[src/rtl/hazard_stall_unit_pkg.sv]
// Shared types for the pipeline interlock: FSM state, control bundle and canned control words.
// Optional performance counters in hazard_stall_unit are enabled by HAZARD_PERF_CNT_EN.
package hazard_pkg;

  localparam int REG_AW    = 5;
  localparam int MDU_CNT_W = 8;

  typedef enum logic {
    RUN      = 1'b0,
    MEM_WAIT = 1'b1
  } hz_state_t;

  typedef struct packed {
    logic pc_hold;
    logic ifid_hold;
    logic ifid_flush;
    logic idex_bubble;
    logic exmem_hold;
    logic memwb_bubble;
  } pipe_ctrl_t;

  localparam pipe_ctrl_t CTRL_NONE = '0;

  // Memory freeze: everything up to EX/MEM holds, ID/EX keeps its contents, MEM/WB drains a NOP.
  localparam pipe_ctrl_t CTRL_FREEZE = '{pc_hold: 1'b1, ifid_hold: 1'b1, ifid_flush: 1'b0,
                                         idex_bubble: 1'b0, exmem_hold: 1'b1, memwb_bubble: 1'b1};

  localparam pipe_ctrl_t CTRL_STALL = '{pc_hold: 1'b1, ifid_hold: 1'b1, ifid_flush: 1'b0,
                                        idex_bubble: 1'b1, exmem_hold: 1'b0, memwb_bubble: 1'b0};

  localparam pipe_ctrl_t CTRL_FLUSH = '{pc_hold: 1'b0, ifid_hold: 1'b0, ifid_flush: 1'b1,
                                        idex_bubble: 1'b1, exmem_hold: 1'b0, memwb_bubble: 1'b0};

endpackage

[src/rtl/hazard_stall_unit_if.sv]
// Bundle between the pipeline control path (master) and the interlock unit (slave).
// The perf-counter members exist only when HAZARD_PERF_CNT_EN is defined.
interface hazard_stall_unit_if #(
  parameter int REG_AW = hazard_pkg::REG_AW
);
  logic [REG_AW-1:0] rs_id;
  logic [REG_AW-1:0] rt_id;
  logic              use_rs_id;
  logic              use_rt_id;
  logic              mdu_op_id;
  logic [REG_AW-1:0] dst_ex;
  logic              regwrite_ex;
  logic              memread_ex;
  logic              mdu_start_ex;
  logic              branch_taken_ex;
  logic              mem_req_mem;
  logic              mem_ready;

  logic              pc_hold;
  logic              ifid_hold;
  logic              ifid_flush;
  logic              idex_bubble;
  logic              exmem_hold;
  logic              memwb_bubble;
  logic              mdu_busy;
  logic              mem_err;
`ifdef HAZARD_PERF_CNT_EN
  logic [31:0]       stall_cycles;
  logic [31:0]       flush_cycles;
`endif

  modport master (
`ifdef HAZARD_PERF_CNT_EN
    input  stall_cycles, flush_cycles,
`endif
    output rs_id, rt_id, use_rs_id, use_rt_id, mdu_op_id,
    output dst_ex, regwrite_ex, memread_ex, mdu_start_ex, branch_taken_ex,
    output mem_req_mem, mem_ready,
    input  pc_hold, ifid_hold, ifid_flush, idex_bubble, exmem_hold, memwb_bubble,
    input  mdu_busy, mem_err
  );

  modport slave (
`ifdef HAZARD_PERF_CNT_EN
    output stall_cycles, flush_cycles,
`endif
    input  rs_id, rt_id, use_rs_id, use_rt_id, mdu_op_id,
    input  dst_ex, regwrite_ex, memread_ex, mdu_start_ex, branch_taken_ex,
    input  mem_req_mem, mem_ready,
    output pc_hold, ifid_hold, ifid_flush, idex_bubble, exmem_hold, memwb_bubble,
    output mdu_busy, mem_err
  );

endinterface

[src/rtl/hazard_stall_unit_mdu_tracker.sv]
// Countdown of the multi-cycle multiply/divide unit; busy stays high for exactly MDU_LAT cycles.
module hazard_mdu_tracker
  import hazard_pkg::*;
#(
  parameter int MDU_LAT = 32
) (
  input  logic clk,
  input  logic rst_n,
  input  logic start,
  input  logic freeze,
  output logic busy
);

  localparam logic [MDU_CNT_W-1:0] CNT_LOAD = MDU_CNT_W'(MDU_LAT - 1);

  logic [MDU_CNT_W-1:0] mdu_cnt;

  // A frozen EX stage has not really issued its op, so the start is ignored until the freeze lifts.
  always_ff @(posedge clk or negedge rst_n) begin
    if (!rst_n) begin
      mdu_cnt <= '0;
      busy    <= 1'b0;
    end else if (start && !freeze) begin
      mdu_cnt <= CNT_LOAD;
      busy    <= 1'b1;
    end else if (busy) begin
      if (mdu_cnt == '0) begin
        busy <= 1'b0;
      end else begin
        mdu_cnt <= mdu_cnt - 1'b1;
      end
    end
  end

endmodule

[src/rtl/hazard_stall_unit.sv]
// Interlock unit for the 5-stage pipeline: load-use, MDU-busy and data-memory wait stalls.
// Define HAZARD_PERF_CNT_EN to add the stall_cycles / flush_cycles counters.
module hazard_stall_unit
  import hazard_pkg::*;
#(
  parameter int REG_AW      = hazard_pkg::REG_AW,
  parameter int MDU_LAT     = 32,
  parameter int MEM_TIMEOUT = 64
) (
  input logic                clk,
  input logic                rst_n,
  hazard_stall_unit_if.slave bus
);

  localparam int              WAIT_W    = $clog2(MEM_TIMEOUT) + 1;
  localparam logic [WAIT_W-1:0] WAIT_LAST = WAIT_W'(MEM_TIMEOUT - 1);

  hz_state_t         state;
  logic [WAIT_W-1:0] wait_cnt;
  logic              mem_err;
  logic              mdu_busy;

  logic [REG_AW-1:0] rs;
  logic [REG_AW-1:0] rt;
  logic [REG_AW-1:0] dst;
  logic              mem_stall;
  logic              timeout;
  logic              freeze;
  logic              load_use;
  logic              mdu_conflict;
  pipe_ctrl_t        ctrl;

  assign rs  = bus.rs_id;
  assign rt  = bus.rt_id;
  assign dst = bus.dst_ex;

  assign mem_stall = bus.mem_req_mem && !bus.mem_ready;
  assign timeout   = (state == MEM_WAIT) && !bus.mem_ready && (wait_cnt == WAIT_LAST);
  assign freeze    = (state == RUN) ? mem_stall : (!bus.mem_ready && !timeout);

  assign load_use = bus.memread_ex && bus.regwrite_ex && (dst != '0) &&
                    ((bus.use_rs_id && (rs == dst)) || (bus.use_rt_id && (rt == dst)));
  assign mdu_conflict = bus.mdu_op_id && mdu_busy;

  always_ff @(posedge clk or negedge rst_n) begin
    if (!rst_n) begin
      state    <= RUN;
      wait_cnt <= '0;
      mem_err  <= 1'b0;
    end else begin
      case (state)
        RUN: begin
          wait_cnt <= '0;
          if (mem_stall) state <= MEM_WAIT;
        end
        MEM_WAIT: begin
          if (bus.mem_ready) begin
            state    <= RUN;
            wait_cnt <= '0;
          end else if (timeout) begin
            // Give up on the access: flag it and let the pipeline move on.
            state    <= RUN;
            wait_cnt <= '0;
            mem_err  <= 1'b1;
          end else if (wait_cnt != WAIT_LAST) begin
            wait_cnt <= wait_cnt + 1'b1;
          end
        end
        default: state <= RUN;
      endcase
    end
  end

  // Outputs are forced low while reset is asserted so an abort takes effect without a clock.
  always_comb begin
    ctrl = CTRL_NONE;
    if (!rst_n) begin
      ctrl = CTRL_NONE;
    end else if (freeze) begin
      ctrl = CTRL_FREEZE;
    end else if (bus.branch_taken_ex) begin
      ctrl = CTRL_FLUSH;
    end else if (load_use || mdu_conflict) begin
      ctrl = CTRL_STALL;
    end
  end

  hazard_mdu_tracker #(
    .MDU_LAT (MDU_LAT)
  ) u_mdu (
    .clk    (clk),
    .rst_n  (rst_n),
    .start  (bus.mdu_start_ex),
    .freeze (freeze),
    .busy   (mdu_busy)
  );

  assign bus.pc_hold      = ctrl.pc_hold;
  assign bus.ifid_hold    = ctrl.ifid_hold;
  assign bus.ifid_flush   = ctrl.ifid_flush;
  assign bus.idex_bubble  = ctrl.idex_bubble;
  assign bus.exmem_hold   = ctrl.exmem_hold;
  assign bus.memwb_bubble = ctrl.memwb_bubble;
  assign bus.mdu_busy     = mdu_busy;
  assign bus.mem_err      = mem_err;

`ifdef HAZARD_PERF_CNT_EN
  logic [31:0] stall_cycles;
  logic [31:0] flush_cycles;

  always_ff @(posedge clk or negedge rst_n) begin
    if (!rst_n) begin
      stall_cycles <= '0;
      flush_cycles <= '0;
    end else begin
      if (ctrl.pc_hold)    stall_cycles <= stall_cycles + 32'd1;
      if (ctrl.ifid_flush) flush_cycles <= flush_cycles + 32'd1;
    end
  end

  assign bus.stall_cycles = stall_cycles;
  assign bus.flush_cycles = flush_cycles;
`endif

endmodule

[src/flat_wrapper.sv]
// flat-port wrapper written by rule: the top's interface ports become plain ports
module hazard_stall_unit_flat import hazard_pkg::*;
#(
  parameter int REG_AW      = hazard_pkg::REG_AW,
  parameter int MDU_LAT     = 32,
  parameter int MEM_TIMEOUT = 64
)
  (clk, rst_n, bus_rs_id, bus_rt_id, bus_use_rs_id, bus_use_rt_id, bus_mdu_op_id, bus_dst_ex, bus_regwrite_ex, bus_memread_ex, bus_mdu_start_ex, bus_branch_taken_ex, bus_mem_req_mem, bus_mem_ready, bus_pc_hold, bus_ifid_hold, bus_ifid_flush, bus_idex_bubble, bus_exmem_hold, bus_memwb_bubble, bus_mdu_busy, bus_mem_err);
  hazard_stall_unit_if #(.REG_AW(REG_AW)) bus_i ();
  input logic clk;
  input logic rst_n;
  input wire logic [$bits(bus_i.rs_id)-1:0] bus_rs_id;
  input wire logic [$bits(bus_i.rt_id)-1:0] bus_rt_id;
  input wire logic [$bits(bus_i.use_rs_id)-1:0] bus_use_rs_id;
  input wire logic [$bits(bus_i.use_rt_id)-1:0] bus_use_rt_id;
  input wire logic [$bits(bus_i.mdu_op_id)-1:0] bus_mdu_op_id;
  input wire logic [$bits(bus_i.dst_ex)-1:0] bus_dst_ex;
  input wire logic [$bits(bus_i.regwrite_ex)-1:0] bus_regwrite_ex;
  input wire logic [$bits(bus_i.memread_ex)-1:0] bus_memread_ex;
  input wire logic [$bits(bus_i.mdu_start_ex)-1:0] bus_mdu_start_ex;
  input wire logic [$bits(bus_i.branch_taken_ex)-1:0] bus_branch_taken_ex;
  input wire logic [$bits(bus_i.mem_req_mem)-1:0] bus_mem_req_mem;
  input wire logic [$bits(bus_i.mem_ready)-1:0] bus_mem_ready;
  output wire logic [$bits(bus_i.pc_hold)-1:0] bus_pc_hold;
  output wire logic [$bits(bus_i.ifid_hold)-1:0] bus_ifid_hold;
  output wire logic [$bits(bus_i.ifid_flush)-1:0] bus_ifid_flush;
  output wire logic [$bits(bus_i.idex_bubble)-1:0] bus_idex_bubble;
  output wire logic [$bits(bus_i.exmem_hold)-1:0] bus_exmem_hold;
  output wire logic [$bits(bus_i.memwb_bubble)-1:0] bus_memwb_bubble;
  output wire logic [$bits(bus_i.mdu_busy)-1:0] bus_mdu_busy;
  output wire logic [$bits(bus_i.mem_err)-1:0] bus_mem_err;
  assign bus_i.rs_id = bus_rs_id;
  assign bus_i.rt_id = bus_rt_id;
  assign bus_i.use_rs_id = bus_use_rs_id;
  assign bus_i.use_rt_id = bus_use_rt_id;
  assign bus_i.mdu_op_id = bus_mdu_op_id;
  assign bus_i.dst_ex = bus_dst_ex;
  assign bus_i.regwrite_ex = bus_regwrite_ex;
  assign bus_i.memread_ex = bus_memread_ex;
  assign bus_i.mdu_start_ex = bus_mdu_start_ex;
  assign bus_i.branch_taken_ex = bus_branch_taken_ex;
  assign bus_i.mem_req_mem = bus_mem_req_mem;
  assign bus_i.mem_ready = bus_mem_ready;
  assign bus_pc_hold = bus_i.pc_hold;
  assign bus_ifid_hold = bus_i.ifid_hold;
  assign bus_ifid_flush = bus_i.ifid_flush;
  assign bus_idex_bubble = bus_i.idex_bubble;
  assign bus_exmem_hold = bus_i.exmem_hold;
  assign bus_memwb_bubble = bus_i.memwb_bubble;
  assign bus_mdu_busy = bus_i.mdu_busy;
  assign bus_mem_err = bus_i.mem_err;
  hazard_stall_unit #(.REG_AW(REG_AW), .MDU_LAT(MDU_LAT), .MEM_TIMEOUT(MEM_TIMEOUT)) u_core (.clk(clk), .rst_n(rst_n), .bus(bus_i));
endmodule
[config.mk]
export PLATFORM = sky130hd
export DESIGN_NAME = hazard_stall_unit_flat
export DESIGN_NICKNAME = d
export VERILOG_FILES = /design/src/rtl/hazard_stall_unit_pkg.sv /design/src/rtl/hazard_stall_unit_if.sv /design/src/rtl/hazard_stall_unit_mdu_tracker.sv /design/src/rtl/hazard_stall_unit.sv /design/src/flat_wrapper.sv
export SDC_FILE = /design/constraint.sdc
export NUM_CORES = 1
export LEC_CHECK = 0
export ABC_AREA = 1
export CAP_MARGIN = 25
export CORE_UTILIZATION = 47
export CTS_BUF_LIST = sky130_fd_sc_hd__clkbuf_16
export DETAILED_ROUTE_END_ITERATION = 10
export GPL_ROUTABILITY_DRIVEN = 0
export GPL_TIMING_DRIVEN = 1
export MAX_ROUTING_LAYER = met4
export PLACE_DENSITY = 0.87
export REMOVE_ABC_BUFFERS = 1
export SYNTH_ARGS = -nofsm -noshare
export SYNTH_HDL_FRONTEND = slang
export SYNTH_SLANG_ARGS = --single-unit
[constraint.sdc]
create_clock -name clk -period 1.6 [get_ports clk]
set_input_delay 0.16 -clock clk [delete_from_list [all_inputs] [get_ports clk]]
set_output_delay 0.16 -clock clk [all_outputs]
set_load 0.03 [all_outputs]
==> metrics.txt <==
final setup violation count=15; global-route wire length before repair=4850 um; total power of the final layout=~1.3 mW; Chip Height=52.3 um; worst hold margin=between 0.2 and 0.3 ns; per-cell via count in the routed design=5.15; residual antenna-violating net count after detailed routing=0; post-synthesis sequential area ratio=37.9%; cells on worst reg2reg path=9; placed instance count=roughly 240; routing usage on met2=between 40% and 50%; post-route DRC violation count=0; Distinct cells, synth=26; post-layout worst setup margin=-0.326 ns; total gr overflow=0; class of the most critical hold timing path=in2async; beginning of the worst register-to-register path=u_core.wait_cnt[1]; vias in the first global route=between 1k and 1.5k; Synth-to-Final Area Change=44.2%; violated checks=negative setup slack; Crit Path Category=reg2out; most instantiated flip-flop cell in the synthesis netlist=sky130_fd_sc_hd__dfrtp_1; DR pass1 iterations=4; number of port buffers=33; number of vias after detailed routing=1262; maximum number of pins on one net before global-route repair=13; Total Die Area=2740 sq um; number of levels in the clock H-tree=1; Clock Pin Slew Worst Setup and Hold Paths=0.05 ns; clock latency on the worst-skew pair=between 0.2 and 0.3 ns; met3 Usage GRT=under 10%; top fanout value on the critical path=3; nature of the critical path endpoint=output port; most used routing layer=met2; I/O pins=34; number of maximum-capacitance constraint violations=0; met1 usage=28.3%; P_leak=between 0.9 and 1 nW; cell chosen for the clock root=sky130_fd_sc_hd__clkbuf_16; syn avg cell area=6.88 sq um; area of the core=2300 sq um; Row Count=17; CTS max path bufs=2; Seq cells post-synth=18; Sink Count=18; unrepaired setup endpoints after global routing=true; Worst slew margin=69.7%; share of the cycle needed by the critical path after routing=120%; Synth Instances=173; critical register-to-register path endpoint=u_core.u_mdu.mdu_cnt[5]; kind of launch point of the worst setup path=flip-flop; count of endpoints failing hold in the final timing report=0; First DRT Iteration DRCs=61; layout cells sized above 1=15.2%; setup clock skew after layout=0.00249 ns; Yosys top cell by area=sky130_fd_sc_hd__dfrtp_1; critical path data required time=1.44 ns; critical path arrival=1.77 ns; fraction of synthesis flops using an asynchronous set or reset pin=100%; Yosys warning total=0; most area-consuming cells after synthesis=sky130_fd_sc_hd__dfrtp_1 38%, sky130_fd_sc_hd__nand2_1 16%, sky130_fd_sc_hd__inv_1 10%; total wirelength of the detailed-routed design=3400 um; Mapped Area=approximately 1200 sq um; final number of max-transition violations=0; power per cell area=775 nW/um^2; placed cell areas=1540 sq um; Die X-Extent=52.3 um; Setup WS pre-CTS=-0.0765 ns; maximum clock frequency=~520 MHz; nets@finish=247; total clock buffers created by CTS=3; number of hold buffers added after cts=0; sum of net half-perimeters after detailed placement=2000 um; post-route minimum period=1.93 ns; Initial Utilization=between 50% and 60%; Peak VDD IR=0.907 mV; share of the synthesized area in the top cell type=37.9%; total of fill cells in the finished design=approximately 150; EDFF count, synth=0; final non-filler cell area=1720 sq um; initial antenna violation count=0; antenna cells=0; aggregate global-route resource usage=about a quarter; TritonCTS clock tree=done; non-filler cells in the finished layout=245; result of the run=finished with violations; average routed wire per standard cell=13.9 um; setup slack of the worst register-to-register path=-0.13 ns; transition time at the pin with the least slew margin=approximately 0.45 ns
==> layer usage <==
| layer | vias to the layer above | share of wire [%] |
|---|---|---|
| li1 | 620 | - |
| met1 | 585 | 42 |
| met2 | 53 | 51 |
| met3 | 4 | 5.6 |
| met4 | 0 | 1.4 |
| met5 | - | 0 |
==> worst max-delay path, cell delays in order (launching register included) <==
cell	delay, ns
sky130_fd_sc_hd__dfrtp_1	0.35
sky130_fd_sc_hd__ha_2	0.20
sky130_fd_sc_hd__nand2_2	0.08
sky130_fd_sc_hd__nor2_4	0.15
sky130_fd_sc_hd__nand2_4	0.08
sky130_fd_sc_hd__o21ai_4	0.17
sky130_fd_sc_hd__nand2_4	0.09
sky130_fd_sc_hd__nor2_4	0.13
sky130_fd_sc_hd__nand2_2	0.06
sky130_fd_sc_hd__nand2_1	0.08
sky130_fd_sc_hd__buf_6	0.13
==> where the power goes <==
part	leakage, nW	switching (mW)	internal, mW	total [mW]
combinational	0.649	0.176	0.147	0.323
sequential	0.224	0.0221	0.487	0.509
clock	0.0385	0.166	0.332	0.498
total	0.911	0.364	0.966	1.33
==> cell families after synthesis <==
kind of cell | Yosys count | share of synthesized area (%)
simple gates | 104 | 38.4
xor+xnor | 4 | 2.94
fa+ha+maj | 3 | 3.15
buf+inv | 36 | 12.6
flops | 18 | 37.9
compound gates | 8 | 5.05
==> cell usage in the layout, fill, tap and decap left out <==
cell type	instances
sky130_fd_sc_hd__o21ai_0	2
sky130_fd_sc_hd__nor3_1	1
sky130_fd_sc_hd__buf_4	10
sky130_fd_sc_hd__nand3_1	18
sky130_fd_sc_hd__nand3_2	1
sky130_fd_sc_hd__nand2_1	49
sky130_fd_sc_hd__buf_6	6
sky130_fd_sc_hd__xnor2_1	3
sky130_fd_sc_hd__inv_2	1
sky130_fd_sc_hd__clkinv_1	1
sky130_fd_sc_hd__a31o_2	1
sky130_fd_sc_hd__nor2_1	21
sky130_fd_sc_hd__dfrtp_1	18
sky130_fd_sc_hd__nand3b_1	1
sky130_fd_sc_hd__ha_2	1
sky130_fd_sc_hd__a21oi_1	1
sky130_fd_sc_hd__ha_1	2
sky130_fd_sc_hd__o211ai_1	1
sky130_fd_sc_hd__xor2_1	1
sky130_fd_sc_hd__nor4_1	1
sky130_fd_sc_hd__nor2_4	2
sky130_fd_sc_hd__clkbuf_16	3
sky130_fd_sc_hd__inv_1	32
sky130_fd_sc_hd__a211oi_1	1
sky130_fd_sc_hd__o21ai_1	1
sky130_fd_sc_hd__nand2_4	2
sky130_fd_sc_hd__nor3b_1	2
sky130_fd_sc_hd__clkdlybuf4s50_1	27
sky130_fd_sc_hd__o21ai_4	1
sky130_fd_sc_hd__nand2_2	5
sky130_fd_sc_hd__nand4_1	1
==> registers in the layout, summed over array words and instances (netlist names) <==
| signal | count |
|---|---|
| u_core.u_mdu.busy | 1 |
| u_core.state | 1 |
| u_core.bus.mem_err | 1 |
| u_core.wait_cnt | 7 |
| u_core.u_mdu.mdu_cnt | 8 |
==> how the worst max path moves through the flow <==
stage / start / cells past startpoint / end / slack [ns]
floorplan: u_core.wait_cnt[0] / 8 / bus_ifid_hold / -0.03
global placement: bus_dst_ex[1] / 12 / bus_ifid_hold / -0.06
detailed placement: bus_dst_ex[3] / 12 / bus_ifid_hold / -0.08
CTS: u_core.wait_cnt[0] / 10 / bus_idex_bubble / -0.25
global route: u_core.wait_cnt[1] / 10 / bus_idex_bubble / -0.39
finish: u_core.wait_cnt[1] / 10 / bus_idex_bubble / -0.33
==> cell type report <==
cell class / count / area (sq um) / share of cell area [%]
clock buffers: 3 / 75.1 / 4.38
clock inverters: 1 / 3.75 / 0.219
inverters: 33 / 124 / 7.22
multi-input cells: 119 / 614 / 35.8
flip-flops and latches: 18 / 450 / 26.3
well taps: 28 / 35.0 / 2.04
repair buffers: 43 / 413 / 24.1
==> what timing repair did <==
action | 4_1_cts | 5_1_grt
setup endpoints to repair | 6 | 15
hold endpoints to repair | 0 | 0
resized for setup | 6 | 8
setup buffers | 4 | 2
pin swaps | 1 | 4
==> cell usage after synthesis (2+ instances only) <==
cell	n
sky130_fd_sc_hd__nor2_1	21
sky130_fd_sc_hd__xnor2_1	3
sky130_fd_sc_hd__nor3b_1	2
sky130_fd_sc_hd__buf_4	2
sky130_fd_sc_hd__nand2_2	4
sky130_fd_sc_hd__nand3_1	18
sky130_fd_sc_hd__o21ai_0	2
sky130_fd_sc_hd__nand2_1	52
sky130_fd_sc_hd__ha_1	3
sky130_fd_sc_hd__dfrtp_1	18
sky130_fd_sc_hd__inv_1	33
==> stage by stage <==
step | setup TNS, ns | util, %
detailed placement | -0.194 | 67.2
floorplan | -0.0646 | -
global route | -3.13 | 74.7
CTS | -1.19 | 72.8
finish | -1.88 | 74.7
global placement | -0.141 | 67.2
Note: power is estimated with default switching activity, not from simulation.
